`src/rtl/latency_pkg.sv`:
```
`default_nettype none
// ============================================================================
// Module      : latency_pkg
// Description : Shared definitions for the latency measurement stages.
//               Holds the default count width (shared with the counter stage)
//               and the state encoding of the averaging FSM.
// Revision    : 1.0 - initial release
// ============================================================================
package latency_pkg;

    // Width of the issue / aggregate-latency counts and of the averaged result.
    localparam int LATENCY_W_DEFAULT = 32;

    // Averaging FSM states. ROUND is only reachable when rounding is compiled in.
    typedef enum logic [1:0] {
        IDLE  = 2'd0,
        DIV   = 2'd1,
        ROUND = 2'd2,
        DONE  = 2'd3
    } latency_avg_state_t;

endpackage
`default_nettype wire

```
`src/rtl/serial_divider.sv`:
```
`default_nettype none
// ============================================================================
// Module      : serial_divider
// Description : Radix-2 restoring divider, one quotient bit per clock.
//               A `load` pulse captures the dividend and starts W iterations.
//               The divisor must be held stable by the caller for the whole
//               division. `valid` pulses in the cycle of the final iteration;
//               `quotient` / `remainder` carry that iteration's result in the
//               same cycle, so the caller registers them on that edge.
// Ports       : clk, rst_n (sync, active-low)
//               load, dividend[W], divisor[W]   -> start a division
//               valid, quotient[W], remainder[W] <- final iteration result
// Note        : W must be at least 2.
// Revision    : 1.0 - initial release
// ============================================================================
module serial_divider
    import latency_pkg::*;
#(
    parameter int W = LATENCY_W_DEFAULT
) (
    input  logic         clk,
    input  logic         rst_n,
    input  logic         load,
    input  logic [W-1:0] dividend,
    input  logic [W-1:0] divisor,
    output logic         valid,
    output logic [W-1:0] quotient,
    output logic [W-1:0] remainder
);

    localparam int CW = (W > 1) ? $clog2(W) : 1;
    localparam logic [CW-1:0] c_cnt_start = CW'(W - 1);
    localparam logic [CW-1:0] c_cnt_one   = CW'(1);

    logic          r_active;
    logic [CW-1:0] r_cnt;
    logic [W-1:0]  r_quo;     // dividend bits shift out of the top, quotient bits in at the bottom
    logic [W-1:0]  r_rem;     // partial remainder, always < divisor between iterations

    logic [W:0]    w_shift;   // W+1 bits so the trial subtraction cannot overflow
    logic [W:0]    w_diff;
    logic          w_fit;
    logic [W-1:0]  w_rem_next;
    logic [W-1:0]  w_quo_next;

    always_comb begin
        w_shift    = {r_rem, r_quo[W-1]};
        w_diff     = w_shift - {1'b0, divisor};
        // A borrow into the top bit means the divisor did not fit.
        w_fit      = ~w_diff[W];
        w_rem_next = w_fit ? w_diff[W-1:0] : w_shift[W-1:0];
        w_quo_next = {r_quo[W-2:0], w_fit};
    end

    always_ff @(posedge clk) begin
        if (!rst_n) begin
            r_active <= 1'b0;
            r_cnt    <= '0;
            r_quo    <= '0;
            r_rem    <= '0;
        end else if (load) begin
            r_active <= 1'b1;
            r_cnt    <= c_cnt_start;
            r_quo    <= dividend;
            r_rem    <= '0;
        end else if (r_active) begin
            r_quo <= w_quo_next;
            r_rem <= w_rem_next;
            r_cnt <= r_cnt - c_cnt_one;
            if (r_cnt == '0) begin
                r_active <= 1'b0;
            end
        end
    end

    assign valid     = r_active && (r_cnt == '0);
    assign quotient  = w_quo_next;
    assign remainder = w_rem_next;

endmodule
`default_nettype wire

```
`src/rtl/latency_avg.sv`:
```
`default_nettype none
// ============================================================================
// Module      : latency_avg
// Description : Average latency per issued operation, aggregate / issue.
//               Operands are captured on an accepted `start`, divided by a
//               serial restoring divider, and the result is presented with a
//               one-cycle `done` pulse. A zero divisor short-circuits to DONE
//               with avg=0, rem=0 and div_zero_o=1.
// Config      : LATENCY_AVG_ROUND_EN - when defined, a ROUND state rounds the
//               quotient to nearest (half up, saturating); rem_o keeps the
//               truncated remainder. Latency grows by one cycle.
// Ports       : clk, rst_n (sync, active-low)
//               start, issue_cnt_i[W] (divisor), aggregate_cnt_i[W] (dividend)
//               busy, done, avg_o[W], rem_o[W], div_zero_o
// Revision    : 1.0 - initial release
// ============================================================================
module latency_avg
    import latency_pkg::*;
#(
    parameter int W = LATENCY_W_DEFAULT
) (
    input  logic         clk,
    input  logic         rst_n,
    input  logic         start,
    input  logic [W-1:0] issue_cnt_i,
    input  logic [W-1:0] aggregate_cnt_i,
    output logic         busy,
    output logic         done,
    output logic [W-1:0] avg_o,
    output logic [W-1:0] rem_o,
    output logic         div_zero_o
);

    latency_avg_state_t r_state;
    latency_avg_state_t w_state_next;

    logic [W-1:0] r_divisor;
    logic [W-1:0] r_avg;
    logic [W-1:0] r_rem;
    logic         r_div_zero;

    logic         w_accept;
    logic         w_zero;
    logic         w_load;
    logic         w_div_valid;
    logic [W-1:0] w_div_quo;
    logic [W-1:0] w_div_rem;

    assign w_accept = start && (r_state == IDLE);
    assign w_zero   = (issue_cnt_i == '0);
    assign w_load   = w_accept && !w_zero;

    serial_divider #(
        .W (W)
    ) u_divider (
        .clk       (clk),
        .rst_n     (rst_n),
        .load      (w_load),
        .dividend  (aggregate_cnt_i),
        .divisor   (r_divisor),
        .valid     (w_div_valid),
        .quotient  (w_div_quo),
        .remainder (w_div_rem)
    );

`ifdef LATENCY_AVG_ROUND_EN
    logic [W-1:0] r_trunc_quo;
    logic [W-1:0] r_trunc_rem;
    logic [W:0]   w_rem_x2;
    logic [W:0]   w_quo_inc;
    logic [W-1:0] w_avg_round;

    // rem < divisor, so 2*rem fits in W+1 bits; q+1 can only carry out when
    // q is all ones, in which case the result saturates.
    always_comb begin
        w_rem_x2    = {r_trunc_rem, 1'b0};
        w_quo_inc   = {1'b0, r_trunc_quo} + {{W{1'b0}}, 1'b1};
        w_avg_round = r_trunc_quo;
        if (w_rem_x2 >= {1'b0, r_divisor}) begin
            w_avg_round = w_quo_inc[W] ? {W{1'b1}} : w_quo_inc[W-1:0];
        end
    end
`endif

    always_ff @(posedge clk) begin
        if (!rst_n) begin
            r_state <= IDLE;
        end else begin
            r_state <= w_state_next;
        end
    end

    always_comb begin
        w_state_next = r_state;
        case (r_state)
            IDLE: begin
                if (start) begin
                    w_state_next = w_zero ? DONE : DIV;
                end
            end
            DIV: begin
                if (w_div_valid) begin
`ifdef LATENCY_AVG_ROUND_EN
                    w_state_next = ROUND;
`else
                    w_state_next = DONE;
`endif
                end
            end
`ifdef LATENCY_AVG_ROUND_EN
            ROUND:   w_state_next = DONE;
`endif
            DONE:    w_state_next = IDLE;
            default: w_state_next = IDLE;
        endcase
    end

    // Operand capture and result registers. Results are written on the edge
    // that enters DONE, so they are already valid while `done` is high.
    always_ff @(posedge clk) begin
        if (!rst_n) begin
            r_divisor   <= '0;
            r_avg       <= '0;
            r_rem       <= '0;
            r_div_zero  <= 1'b0;
`ifdef LATENCY_AVG_ROUND_EN
            r_trunc_quo <= '0;
            r_trunc_rem <= '0;
`endif
        end else begin
            if (w_accept) begin
                r_divisor <= issue_cnt_i;
            end
            if (w_accept && w_zero) begin
                r_avg      <= '0;
                r_rem      <= '0;
                r_div_zero <= 1'b1;
            end
`ifdef LATENCY_AVG_ROUND_EN
            if ((r_state == DIV) && w_div_valid) begin
                r_trunc_quo <= w_div_quo;
                r_trunc_rem <= w_div_rem;
            end
            if (r_state == ROUND) begin
                r_avg      <= w_avg_round;
                r_rem      <= r_trunc_rem;
                r_div_zero <= 1'b0;
            end
`else
            if ((r_state == DIV) && w_div_valid) begin
                r_avg      <= w_div_quo;
                r_rem      <= w_div_rem;
                r_div_zero <= 1'b0;
            end
`endif
        end
    end

    // DONE still counts as busy, so a start coinciding with DONE is dropped.
    assign busy       = (r_state != IDLE);
    assign done       = (r_state == DONE);
    assign avg_o      = r_avg;
    assign rem_o      = r_rem;
    assign div_zero_o = r_div_zero;

endmodule
`default_nettype wire

```
`config.mk`:
```
export PLATFORM = sky130hd
export DESIGN_NAME = latency_avg
export DESIGN_NICKNAME = d
export VERILOG_FILES = /design/src/rtl/latency_pkg.sv /design/src/rtl/serial_divider.sv /design/src/rtl/latency_avg.sv
export SDC_FILE = /design/constraint.sdc
export NUM_CORES = 1
export LEC_CHECK = 0
export CORE_MARGIN = 5
export CORE_UTILIZATION = 49
export CTS_CLUSTER_DIAMETER = 80
export DETAILED_ROUTE_END_ITERATION = 10
export GPL_TIMING_DRIVEN = 0
export PLACE_DENSITY = 0.77
export SYNTH_ARGS = -nofsm -noshare
export SYNTH_HDL_FRONTEND = slang
export SYNTH_SLANG_ARGS = --single-unit
```
`constraint.sdc`:
```
create_clock -name clk -period 2.8 [get_ports clk]
set_clock_uncertainty 0.05 [all_clocks]
set_input_delay 0.42 -clock clk [delete_from_list [all_inputs] [get_ports clk]]
set_output_delay 0.42 -clock clk [all_outputs]
set_load 0.03 [all_outputs]
```
==> impl_metrics.yaml <==
yosys:
  synth.yosys.warnings: 0
  synthTopCellsByArea: "dfxtp_1 40%, nand2_1 6.8%, mux2i_1 6.6%, ha_1 5.0%, o21ai_0 4.0%"
  synthesis.nets: 1082
  netlist_area_um2: 8554
  synth_common_cells: "169 x dfxtp_1, 155 x nand2_1, 68 x o21ai_0, 56 x mux2i_1"
  synth-edff-count: 0
  seq_area_frac_synth_pct: 39.55
  yosysMostFrequentCell: "dfxtp_1"
  ys.flop_type: "dfxtp_1"
  synthCells: 980
  synth.largest_area_cell: "dfxtp_1"
  synth.top_cell.area_share_pct: 39.55
  ys_types: 70
  avgSynthCellArea_um2: 8.729
  async_flop_share_pct: 0
  ys_ff_latch: 169
cts:
  cts.clk_slew.worst_paths_ns: 0.06
  clk_latency_ns: 0.43
  cts_buffer_depth: 2
  cts_tree: "built"
  cts_root_buf: "clkbuf_16"
  clkSinkCount: 169
  hold_buffers: 0
  numCtsBuffers: 17
  htree_num_levels: 4
worst_setup_path:
  crit_top_cell: "buf_12"
  cp-start-kind: "flop"
  reg2reg_to: "u_divider.r_rem[5]"
  cp.required_ns: 3.04
  ff2ff_setup_slack_ns: -0.05
  crit_family: "simple AND/OR/NAND/NOR gates"
  crit_chain: "ha_4 -> nor2b_4 -> o31ai_4 -> a21oi_2 -> or3_4 -> nand2_4 -> a21oi_4 -> xor2_4 -> buf_12 -> buf_12 -> mux2i_1 -> a21oi_1"
  rr_startpoint: "u_divider.r_rem[1]"
  arrival_ns: 3.09
  path_class: "flop to flop"
  r2r_cells: 12
  cp_max_fo: 5
  cpMaxStageDelayCell: "dfxtp_1"
  end_kind: "flop"
  critPathMaxStageDelay_ns: 0.45
  cp_num_buf_inv: 2
floorplan:
  dieWidth_um: 142.1
  core_um2: 17240
  initial_core_util_pct: 49.63
  die_area_um2: 20200
  io_pins: 134
  rows: 48
  die_h_um: 142.1
layout:
  syn2layout_area_growth_pct: 38.10
  diodes: 0
  final_nets: 1262
  drive_gt1_share_pct: 15.61
pwr:
  ir_drop_uv: 566.1
  power.leakage_nw: 4.564
  p_per_area_nw_per_um2: 679.0
flow_run:
  maxCapViolations: 0
detailed_routing:
  vias: 8025
  detail_route.wl_per_cell_um: 18.63
  drt_iter0_drc: 671
  postRouteAntennaNets: 0
  dr.pass1.iters: 5
  postRouteWirelength_um: 26030
  drc: 0
  viasPerCell: 5.744
grt:
  overflow: 0
  grt_antenna_before_repair: 0
  grt_usage_pct: 23.84
  grt_max_degree: 17
  grt_pass1_vias: 7761
  grt_pass1_wl_um: 38930
timing:
  tightestPinTransition_ns: 0.7232
  rsz0062_at_grt: "true"
  final.setup.worst_slack_ns: -0.05485
  min_period_over_period_pct: 102.0
  finalHoldWorstSlack_ns: 0.3951
  layout_min_cycle_time_ns: 2.855
  slew_viol_final: 0
  fmax_ghz: 0.3503
  slew_headroom_pct: 51.79
  hold_viol_final: 0
  setup_viol: 31
min_path:
  holdPathStages: 2
  hp-start: "rem_o[13]"
  min_path_type: "flop to flop"
  min_to: "rem_o[13]"
status:
  outcome: "complete, but fails checks"
  violations: "negative setup slack"
placement:
  hpwl_um: 17140
  finalWeightedCongestion: 0.9289
  port_buffers: 133
  place_ws_ns: -0.7595
==> placed cells by master (no fill, tap or decap), drive strengths merged, types with 24 or more instances in the layout <==
cell type / synthesis / final
buf: 10 / 35
a21oi: 57 / 57
o21ai: 76 / 76
clkdlybuf4s50: 0 / 133
nor2: 24 / 24
nor2b: 34 / 34
a22oi: 31 / 31
ha: 34 / 34
clkbuf: 53 / 77
mux2i: 56 / 56
a21boi: 38 / 38
o211a: 33 / 33
inv: 42 / 43
dfxtp: 169 / 169
nand2: 156 / 156
==> kinds of logic after synthesis <==
kind of cell	after synthesis	synth area share [%]
AND/OR/NAND/NOR	280	15.34
buffers and inverters	105	4.900
flip-flops	169	39.55
adder cells (fa/ha/maj)	35	5.207
AO/OA/AOI/OAI	299	24.41
multiplexers	59	6.991
XOR/XNOR	33	3.598
==> stage by stage <==
| step | TNS, ns | cells | utilization [%] | instance area, um^2 | total power [mW] |
|---|---|---|---|---|---|
| after floorplan | 0 | 980 | - | 8554 | 4.053 |
| after global placement | -44.19 | 1338 | 58.99 | 10170 | 4.526 |
| after detailed placement | -47.01 | 1338 | 58.99 | 10170 | 4.550 |
| after CTS | -0.2307 | 1386 | 65.43 | 11280 | 7.552 |
| after global routing | -4.665 | 1397 | 68.54 | 11810 | 8.316 |
| final | -0.5980 | 1397 | 68.54 | 11810 | 8.022 |
==> routing by layer <==
layer,GRT usage (%),wire length (um)
met3,5.578,1873
met5,0,0
met4,8.434,718
met1,29.77,10710
met2,40.40,12740
==> state kept, by name (all words and copies together), names as in the netlist <==
register,flops
u_divider.r_cnt,5
r_state,2
u_divider.r_rem,32
r_divisor,32
avg_o,32
u_divider.r_quo,32
u_divider.r_active,1
div_zero_o,1
rem_o,32
==> cell type report <==
class                   instances  area, um^2
multi-input cells             706        5440
fillers                      1370        5423
flip-flops and latches        169        3390
repair buffers                162        1607
clock buffers                  21       460.4
plain buffers                  62       311.5
well taps                     225       281.5
clock inverters                10       166.4
inverters                      42       157.7
==> tightest hold or removal path: cells and delay by family (launching register included) <==
family | cells | cell delay, ns
flops | 1 | 0.31
compound gates | 1 | 0.05
simple gates | 1 | 0.05
==> repair_timing <==
item	in CTS	in global routing
setup endpoints to repair	66	66
cloned	1	1
gates resized for setup	72	101
buffers inserted	16	11
pin swaps	18	32
==> how the worst max path moves through the flow <==
stage,cells after the start,slack (ns),from,to
CTS,14,-0.03,u_divider.r_quo[31],rem_o[16]
finish,12,-0.05,u_divider.r_rem[1],u_divider.r_rem[5]
detailed placement,9,-0.76,issue_cnt_i[28],u_divider.r_rem[16]
global route,11,-0.12,r_divisor[1],u_divider.r_rem[23]
floorplan,13,0.01,u_divider.r_quo[31],u_divider.r_rem[27]
global placement,9,-0.67,issue_cnt_i[23],u_divider.r_rem[27]
==> power by group <==
part	switching (mW)	internal (mW)	leakage (nW)	total, mW
logic	1.48	1.38	2.88	2.86
clock network	0.985	1.54	0.300	2.52
registers	0.108	2.52	1.38	2.63
Note: power is estimated with default switching activity, not from simulation.
